==> src/rtl/max_kbd_pkg.sv <==
// Shared types and constants for the MAX keyboard path: PS/2 deframer states,
// key matrix positions and the set-2 prefix/control bytes.
package max_kbd_pkg;

    typedef enum logic [1:0] {
        IDLE,
        SHIFT,
        CHECK
    } kbd_state_t;

    typedef struct packed {
        logic       valid;
        logic [2:0] row;
        logic [2:0] col;
    } key_pos_t;

    localparam logic [7:0] PS2_EXT     = 8'hE0;
    localparam logic [7:0] PS2_REL     = 8'hF0;
    localparam logic [7:0] PS2_BAT_OK  = 8'hAA;
    localparam logic [7:0] PS2_BAT_ERR = 8'hFC;

    function automatic key_pos_t kp(input logic [2:0] r, input logic [2:0] c);
        key_pos_t p;
        p.valid = 1'b1;
        p.row   = r;
        p.col   = c;
        return p;
    endfunction

    // Bytes that mean the keyboard restarted or overran: forget every held key.
    function automatic logic is_kbd_reset(input logic [7:0] b);
        return (b == PS2_BAT_OK) || (b == PS2_BAT_ERR) || (b == 8'h00) || (b == 8'hFF);
    endfunction

endpackage

==> src/rtl/ps2_c64_keymap.sv <==
// Set-2 scancode (plus E0 flag) to C64/MAX matrix position; row = PB bit, col = PA bit.
module ps2_c64_keymap
    import max_kbd_pkg::*;
(
    input  logic       ext,
    input  logic [7:0] code,
    output key_pos_t   pos
);

    always_comb begin
        pos = '0;
        case ({ext, code})
            // column 0: DEL RETURN CRSR-RT F7 F1 F3 F5 CRSR-DN
            9'h066: pos = kp(3'd0, 3'd0);
            9'h171: pos = kp(3'd0, 3'd0);
            9'h05A: pos = kp(3'd1, 3'd0);
            9'h174: pos = kp(3'd2, 3'd0);
            9'h083: pos = kp(3'd3, 3'd0);
            9'h005: pos = kp(3'd4, 3'd0);
            9'h004: pos = kp(3'd5, 3'd0);
            9'h003: pos = kp(3'd6, 3'd0);
            9'h172: pos = kp(3'd7, 3'd0);
            9'h026: pos = kp(3'd0, 3'd1);
            9'h01D: pos = kp(3'd1, 3'd1);
            9'h01C: pos = kp(3'd2, 3'd1);
            9'h025: pos = kp(3'd3, 3'd1);
            9'h01A: pos = kp(3'd4, 3'd1);
            9'h01B: pos = kp(3'd5, 3'd1);
            9'h024: pos = kp(3'd6, 3'd1);
            9'h012: pos = kp(3'd7, 3'd1);
            9'h02E: pos = kp(3'd0, 3'd2);
            9'h02D: pos = kp(3'd1, 3'd2);
            9'h023: pos = kp(3'd2, 3'd2);
            9'h036: pos = kp(3'd3, 3'd2);
            9'h021: pos = kp(3'd4, 3'd2);
            9'h02B: pos = kp(3'd5, 3'd2);
            9'h02C: pos = kp(3'd6, 3'd2);
            9'h022: pos = kp(3'd7, 3'd2);
            9'h03D: pos = kp(3'd0, 3'd3);
            9'h035: pos = kp(3'd1, 3'd3);
            9'h034: pos = kp(3'd2, 3'd3);
            9'h03E: pos = kp(3'd3, 3'd3);
            9'h032: pos = kp(3'd4, 3'd3);
            9'h033: pos = kp(3'd5, 3'd3);
            9'h03C: pos = kp(3'd6, 3'd3);
            9'h02A: pos = kp(3'd7, 3'd3);
            9'h046: pos = kp(3'd0, 3'd4);
            9'h043: pos = kp(3'd1, 3'd4);
            9'h03B: pos = kp(3'd2, 3'd4);
            9'h045: pos = kp(3'd3, 3'd4);
            9'h03A: pos = kp(3'd4, 3'd4);
            9'h042: pos = kp(3'd5, 3'd4);
            9'h044: pos = kp(3'd6, 3'd4);
            9'h031: pos = kp(3'd7, 3'd4);
            // column 5/6 punctuation follows the PC key caps closest to the C64 legend
            9'h04E: pos = kp(3'd0, 3'd5);
            9'h04D: pos = kp(3'd1, 3'd5);
            9'h04B: pos = kp(3'd2, 3'd5);
            9'h055: pos = kp(3'd3, 3'd5);
            9'h049: pos = kp(3'd4, 3'd5);
            9'h04C: pos = kp(3'd5, 3'd5);
            9'h054: pos = kp(3'd6, 3'd5);
            9'h041: pos = kp(3'd7, 3'd5);
            9'h05D: pos = kp(3'd0, 3'd6);
            9'h05B: pos = kp(3'd1, 3'd6);
            9'h052: pos = kp(3'd2, 3'd6);
            9'h16C: pos = kp(3'd3, 3'd6);
            9'h059: pos = kp(3'd4, 3'd6);
            9'h04A: pos = kp(3'd7, 3'd6);
            9'h016: pos = kp(3'd0, 3'd7);
            9'h00E: pos = kp(3'd1, 3'd7);
            9'h014: pos = kp(3'd2, 3'd7);
            9'h114: pos = kp(3'd2, 3'd7);
            9'h01E: pos = kp(3'd3, 3'd7);
            9'h029: pos = kp(3'd4, 3'd7);
            9'h11F: pos = kp(3'd5, 3'd7);
            9'h015: pos = kp(3'd6, 3'd7);
            9'h076: pos = kp(3'd7, 3'd7);
            default: pos = '0;
        endcase
    end

endmodule

==> src/rtl/ps2_kbd_matrix.sv <==
// PS/2 keyboard receiver: deframes set-2 bytes, tracks held keys in an 8x8 C64
// matrix and answers CIA port scans the way the physical keyboard would.
//
//   state | meaning
//   IDLE  | waiting for a falling edge carrying a start bit (data = 0)
//   SHIFT | collecting 8 data bits, parity and stop on successive falling edges
//   CHECK | one cycle: validate parity/stop, hand the byte to the decoder
module ps2_kbd_matrix
    import max_kbd_pkg::*;
#(
    parameter int TIMEOUT_CYCLES = 64000,
    parameter int SYNC_STAGES    = 2
) (
    input  logic       clk,
    input  logic       reset_n,
    input  logic       ps2_clk,
    input  logic       ps2_data,
    input  logic [7:0] pa_o,
    input  logic [7:0] pb_o,
    output logic [7:0] pa_i,
    output logic [7:0] pb_i,
    output logic       key_strobe,
    output logic [7:0] key_code,
    output logic       key_release,
    output logic       frame_err
);

    localparam int TO_W = $clog2(TIMEOUT_CYCLES + 1);

    logic [SYNC_STAGES-1:0] clk_sync;
    logic [SYNC_STAGES-1:0] data_sync;
    logic                   clk_prev;
    logic                   ps2_fall;
    logic                   ps2_bit;

    kbd_state_t      state, state_nxt;
    logic [3:0]      bit_cnt;
    logic [9:0]      shreg;
    logic [TO_W-1:0] to_cnt;
    logic            timeout;
    logic            byte_valid;
    logic            err_c;

    logic            ext, rel;
    logic [7:0]      rx_byte;
    key_pos_t        pos;
    logic [7:0][7:0] matrix;
    logic [7:0]      pa_scan, pb_scan;

    always_ff @(posedge clk or negedge reset_n) begin
        if (!reset_n) begin
            clk_sync  <= '1;
            data_sync <= '1;
            clk_prev  <= 1'b1;
        end else begin
            clk_sync[0]  <= ps2_clk;
            data_sync[0] <= ps2_data;
            for (int i = 1; i < SYNC_STAGES; i++) begin
                clk_sync[i]  <= clk_sync[i-1];
                data_sync[i] <= data_sync[i-1];
            end
            clk_prev <= clk_sync[SYNC_STAGES-1];
        end
    end

    assign ps2_fall = clk_prev & ~clk_sync[SYNC_STAGES-1];
    assign ps2_bit  = data_sync[SYNC_STAGES-1];
    assign timeout  = (to_cnt == TO_W'(TIMEOUT_CYCLES));
    assign rx_byte  = shreg[7:0];

    always_ff @(posedge clk or negedge reset_n) begin
        if (!reset_n) state <= IDLE;
        else          state <= state_nxt;
    end

    always_comb begin
        state_nxt  = state;
        byte_valid = 1'b0;
        err_c      = 1'b0;
        case (state)
            IDLE: begin
                if (ps2_fall && !ps2_bit) state_nxt = SHIFT;
            end
            SHIFT: begin
                if (ps2_fall) begin
                    if (bit_cnt == 4'd9) state_nxt = CHECK;
                end else if (timeout) begin
                    err_c     = 1'b1;
                    state_nxt = IDLE;
                end
            end
            CHECK: begin
                state_nxt = IDLE;
                if ((^shreg[8:0]) && shreg[9]) byte_valid = 1'b1;
                else                           err_c      = 1'b1;
            end
            default: state_nxt = IDLE;
        endcase
    end

    // Frame bits arrive LSB first; after ten shifts stop sits in [9], parity in [8].
    always_ff @(posedge clk or negedge reset_n) begin
        if (!reset_n) begin
            bit_cnt   <= '0;
            shreg     <= '0;
            to_cnt    <= '0;
            frame_err <= 1'b0;
        end else begin
            frame_err <= err_c;
            if (ps2_fall)
                to_cnt <= '0;
            else if (state == SHIFT && !timeout)
                to_cnt <= to_cnt + 1'b1;
            if (state == IDLE) begin
                bit_cnt <= '0;
            end else if (state == SHIFT && ps2_fall) begin
                shreg   <= {ps2_bit, shreg[9:1]};
                bit_cnt <= bit_cnt + 4'd1;
            end
        end
    end

    ps2_c64_keymap u_keymap (
        .ext  (ext),
        .code (rx_byte),
        .pos  (pos)
    );

    always_ff @(posedge clk or negedge reset_n) begin
        if (!reset_n) begin
            ext         <= 1'b0;
            rel         <= 1'b0;
            matrix      <= '0;
            key_strobe  <= 1'b0;
            key_code    <= '0;
            key_release <= 1'b0;
        end else begin
            key_strobe <= 1'b0;
            if (byte_valid) begin
                if (rx_byte == PS2_EXT) begin
                    ext <= 1'b1;
                end else if (rx_byte == PS2_REL) begin
                    rel <= 1'b1;
                end else if (is_kbd_reset(rx_byte)) begin
                    matrix <= '0;
                    ext    <= 1'b0;
                    rel    <= 1'b0;
                end else begin
                    ext <= 1'b0;
                    rel <= 1'b0;
                    if (pos.valid) begin
                        matrix[pos.row][pos.col] <= ~rel;
                        key_strobe  <= 1'b1;
                        key_code    <= rx_byte;
                        key_release <= rel;
                    end
                end
            end
        end
    end

    // A held key pulls its row low when its column is driven and vice versa.
    always_comb begin
        pa_scan = pa_o;
        pb_scan = pb_o;
        for (int r = 0; r < 8; r++) begin
            for (int c = 0; c < 8; c++) begin
                if (matrix[r][c] && !pa_o[c]) pb_scan[r] = 1'b0;
                if (matrix[r][c] && !pb_o[r]) pa_scan[c] = 1'b0;
            end
        end
    end

    always_ff @(posedge clk or negedge reset_n) begin
        if (!reset_n) begin
            pa_i <= 8'hFF;
            pb_i <= 8'hFF;
        end else begin
            pa_i <= pa_scan;
            pb_i <= pb_scan;
        end
    end

endmodule

==> config.mk <==
export PLATFORM = sky130hd
export DESIGN_NAME = ps2_kbd_matrix
export DESIGN_NICKNAME = d
export VERILOG_FILES = /design/src/rtl/max_kbd_pkg.sv /design/src/rtl/ps2_c64_keymap.sv /design/src/rtl/ps2_kbd_matrix.sv
export SDC_FILE = /design/constraint.sdc
export NUM_CORES = 1
export LEC_CHECK = 0
export BUFFER_PORTS_ARGS = -buffer_cell sky130_fd_sc_hd__clkbuf_2
export CAP_MARGIN = 30
export CORE_ASPECT_RATIO = 0.7
export CORE_MARGIN = 1.5
export CORE_UTILIZATION = 30
export CTS_CLUSTER_SIZE = 8
export DETAILED_ROUTE_END_ITERATION = 6
export PLACE_DENSITY = 0.49
export SLEW_MARGIN = 20
export SYNTH_ARGS = -nofsm -noshare
export SYNTH_HDL_FRONTEND = slang
export SYNTH_SLANG_ARGS = --single-unit
==> constraint.sdc <==
create_clock -name clk -period 8.6 [get_ports clk]
set_clock_uncertainty 0.2 [all_clocks]
set_input_delay 0.86 -clock clk [delete_from_list [all_inputs] [get_ports clk]]
set_output_delay 0.86 -clock clk [all_outputs]
set_load 0.03 [all_outputs]
==> flow_metrics.py <==
metrics = {
    "layout": {
        "diodes": 0,
        "nFillCells": 2783,
        "ff_latch_area_sq_mm": 0.00328,
        "utilization": 0.341,
        "multi_input_area_sq_mm": 0.00422,
        "syn2layout_area_growth_pct": 10.7,
        "drive_above_1_share": 0.203,
        "num-nets-final": 887,
    },
    "clocking": {
        "cts_buffer_depth": 2,
        "h-tree-depth": 4,
        "cts_hold_buf": 0,
        "cts-root-buf": "clkbuf_16",
        "cts_setup_buffers": 0,
        "cts_tree": "yes",
        "insertion_delay_ps": 440,
        "numCtsBuffers": 17,
        "clkTransAtPathRegs_ps": 70,
        "cts_resized": 0,
        "clkSinkCount": 130,
    },
    "routing": {
        "wirelength_mm": 25.3,
        "postRouteAntennaNets": 0,
        "wire_per_inst_microns": 20.7,
        "drt_iter0_drc": 874,
        "drc": 2,
        "vias": 6952,
        "first_pass_iters": 7,
        "routed_via_density": 5.69,
    },
    "yosys": {
        "synthAdderAreaFrac": 0.0346,
        "syn_avg_cell_area_sq_um": 9.96,
        "ys_ff_latch": 130,
        "post_synth_num_cell_types": 93,
        "yosysTopAreaCell": "dfrtp_1",
        "synthDominantCellAreaShare": 0.328,
        "synth_common_cells": "dfrtp_1 (109), inv_1 (77), nand2_1 (59), nand4_1 (59), a32o_1 (45)",
        "synthArstFlopShare": 1.00,
        "syn-cell-area_sq_mm": 0.00831,
        "synth_cells": 835,
        "yosys.area_share.simple": 0.197,
        "synth_top_family_by_area": "compound AO/OA/AOI/OAI gates",
        "synthesis.nets": 878,
        "synth-seq-area-share": 0.394,
        "synth_xor_area_frac": 0.0238,
        "synth.most_common_cell": "dfrtp_1",
        "synth_ff_type": "dfrtp_1",
        "synth-edff-count": 0,
        "synth_mux_area_frac": 0.0161,
        "yosys_warnings": 0,
        "synth-compound-area-share": 0.235,
        "synth.top_cells.by_area": "dfrtp_1 (33%), dfstp_2 (6.6%), a32o_1 (5.4%)",
    },
    "critical_path": {
        "crit-reg2reg-capture": "matrix[55]$_DFFE_PN0P_",
        "cp_max_fo": 17,
        "reg2reg_from": "shreg[3]$_DFFE_PN0P_",
        "rr_worst_depth": 9,
        "cp.required_ps": 8770,
        "critical_path_class": "reg2reg",
        "end_kind": "flop",
        "rrSetupSlack_ps": 4440,
        "cp-start-kind": "flop",
        "critPathArrivalTime_ps": 4340,
    },
    "floorplanning": {
        "placementRows": 50,
        "die_x_microns": 202,
        "die_area_sq_mm": 0.0287,
        "start_util": 0.308,
        "coreArea_sq_mm": 0.0270,
        "ios": 47,
        "die_h_microns": 142,
    },
    "hold_path": {
        "hold_start": "clk_sync[0]$_DFF_PN1_",
        "whs_path_depth": 0,
        "min_to": "clk_sync[1]$_DFF_PN1_",
        "hp-class": "reg2reg",
    },
    "flow_run": {
        "cap_viol_max_count": 0,
    },
    "timing": {
        "final_hold_viol_count": 0,
        "worstMarginPinSlew_ps": 935,
        "setup_tns_ps": 0,
        "setup_viol": 0,
        "fmax_ghz": 0.240,
        "slew_viol_final": 0,
        "finalCritPeriodShare": 0.484,
        "min_period_ps": 4160,
        "final.setup.worst_slack_ps": 4440,
        "rsz0062_at_grt": "no",
        "maxSlewHeadroom": 0.377,
    },
    "global_route": {
        "antenna_found_initial": 0,
        "met2_usage": 0.232,
        "grt_overflow": 0,
        "grt_pass1_vias": 6415,
        "grt_use_met1": 0.279,
        "grt_first_pass_wirelength_mm": 39.9,
        "grt_max_degree": 69,
        "grt.total_usage": 0.180,
        "met3_usage": 0.0563,
        "top_usage_layer": "met1",
    },
    "place": {
        "port_buffers": 46,
        "gp_congestion": 0.919,
        "dp_slack_ps": 4520,
        "dp_hpwl_mm": 17.0,
    },
    "outcome": {
        "violations": "design-rule violations",
        "status": "complete, but fails checks",
    },
    "pwr": {
        "max-vdd-ir-drop_uv": 139,
        "powerDensity_mw_per_mm2": 167,
        "cellLeakagePower_nw": 3.62,
    },
}
state kept, by name, indices dropped and copies added, names as in the netlist, 2 cells and up:
register and flops:
matrix 64, shreg 10, bit_cnt 4, key_code 8, pa_i 8, data_sync 2
to_cnt 16, clk_sync 2, pb_i 8, state 2
critical path: stages (launching register included):
cell,delay (ps)
dfrtp_1,420
inv_1,130
ha_1,630
nand2_1,370
o22ai_1,330
nor4_2,130
and4_1,270
a2111oi_4,870
and3_1,530
a32o_1,200
layout make-up:
class	instances	area share
sequential	130	0.356
multi-input combinational	556	0.458
clock inverter	15	0.0165
timing repair buffer	62	0.0417
clock buffer	17	0.0462
tap	364	0.0495
inverter	77	0.0314
stage by stage:
stage	total power [mW]	cell area [sq um]	hold slack, ps	cells
after global routing	1.61	9200	163	1221
after floorplan	0.770	8310	145	835
after CTS	1.56	9150	157	1218
after global placement	0.823	8570	146	1185
after detailed placement	0.824	8570	148	1186
final	1.54	9200	156	1221
cells in the final DEF, fill, tap and decap left out, types with 17 or more instances in the layout:
cell,netlist,layout
dfrtp_1,109,109
inv_1,77,77
nand4_1,59,59
nand2_1,59,58
a32o_1,45,45
clkbuf_2,1,45
nor2_1,44,44
o22ai_1,28,28
o21ai_0,27,27
ha_1,23,23
nand3_1,22,22
dfstp_2,21,21
clkbuf_16,0,17
how the worst max path moves through the flow:
stage                                    start                      to  slack, ps  cells past startpoint
after floorplan           shreg[0]$_DFFE_PN0P_  matrix[17]$_DFFE_PN0P_       5580                     14
after global placement    shreg[1]$_DFFE_PN0P_  matrix[31]$_DFFE_PN0P_       4560                      9
after detailed placement  shreg[3]$_DFFE_PN0P_  matrix[23]$_DFFE_PN0P_       4520                      9
after CTS                 shreg[1]$_DFFE_PN0P_  matrix[55]$_DFFE_PN0P_       4490                      9
after global routing      shreg[1]$_DFFE_PN0P_  matrix[15]$_DFFE_PN0P_       4260                      9
final                     shreg[3]$_DFFE_PN0P_  matrix[55]$_DFFE_PN0P_       4440                      9
per-layer routing:
layer,wire length (microns),up-vias
met1,12900,3467
met3,1980,26
met2,10000,236
met4,323,0
met5,0,-
li1,-,3223
report_power, final:
part | switching, mW | leakage (nW) | internal, mW
clock | 0.321 | 0.273 | 0.406
sequential | 0.0170 | 1.74 | 0.636
combinational | 0.108 | 1.61 | 0.0531
total | 0.446 | 3.62 | 1.09
cells by family (layout without fill, tap and decap cells):
group                      Yosys count  in the layout
DFF                                130            130
AOI/OAI and AO/OA                  226            226
adders and majority gates           23             23
and+or+nand+nor                    274            274
muxes                               12             12
buffers and inverters              149            171
xor gates and xnor gates            21             21
Power figures use the tool's default switching activity.
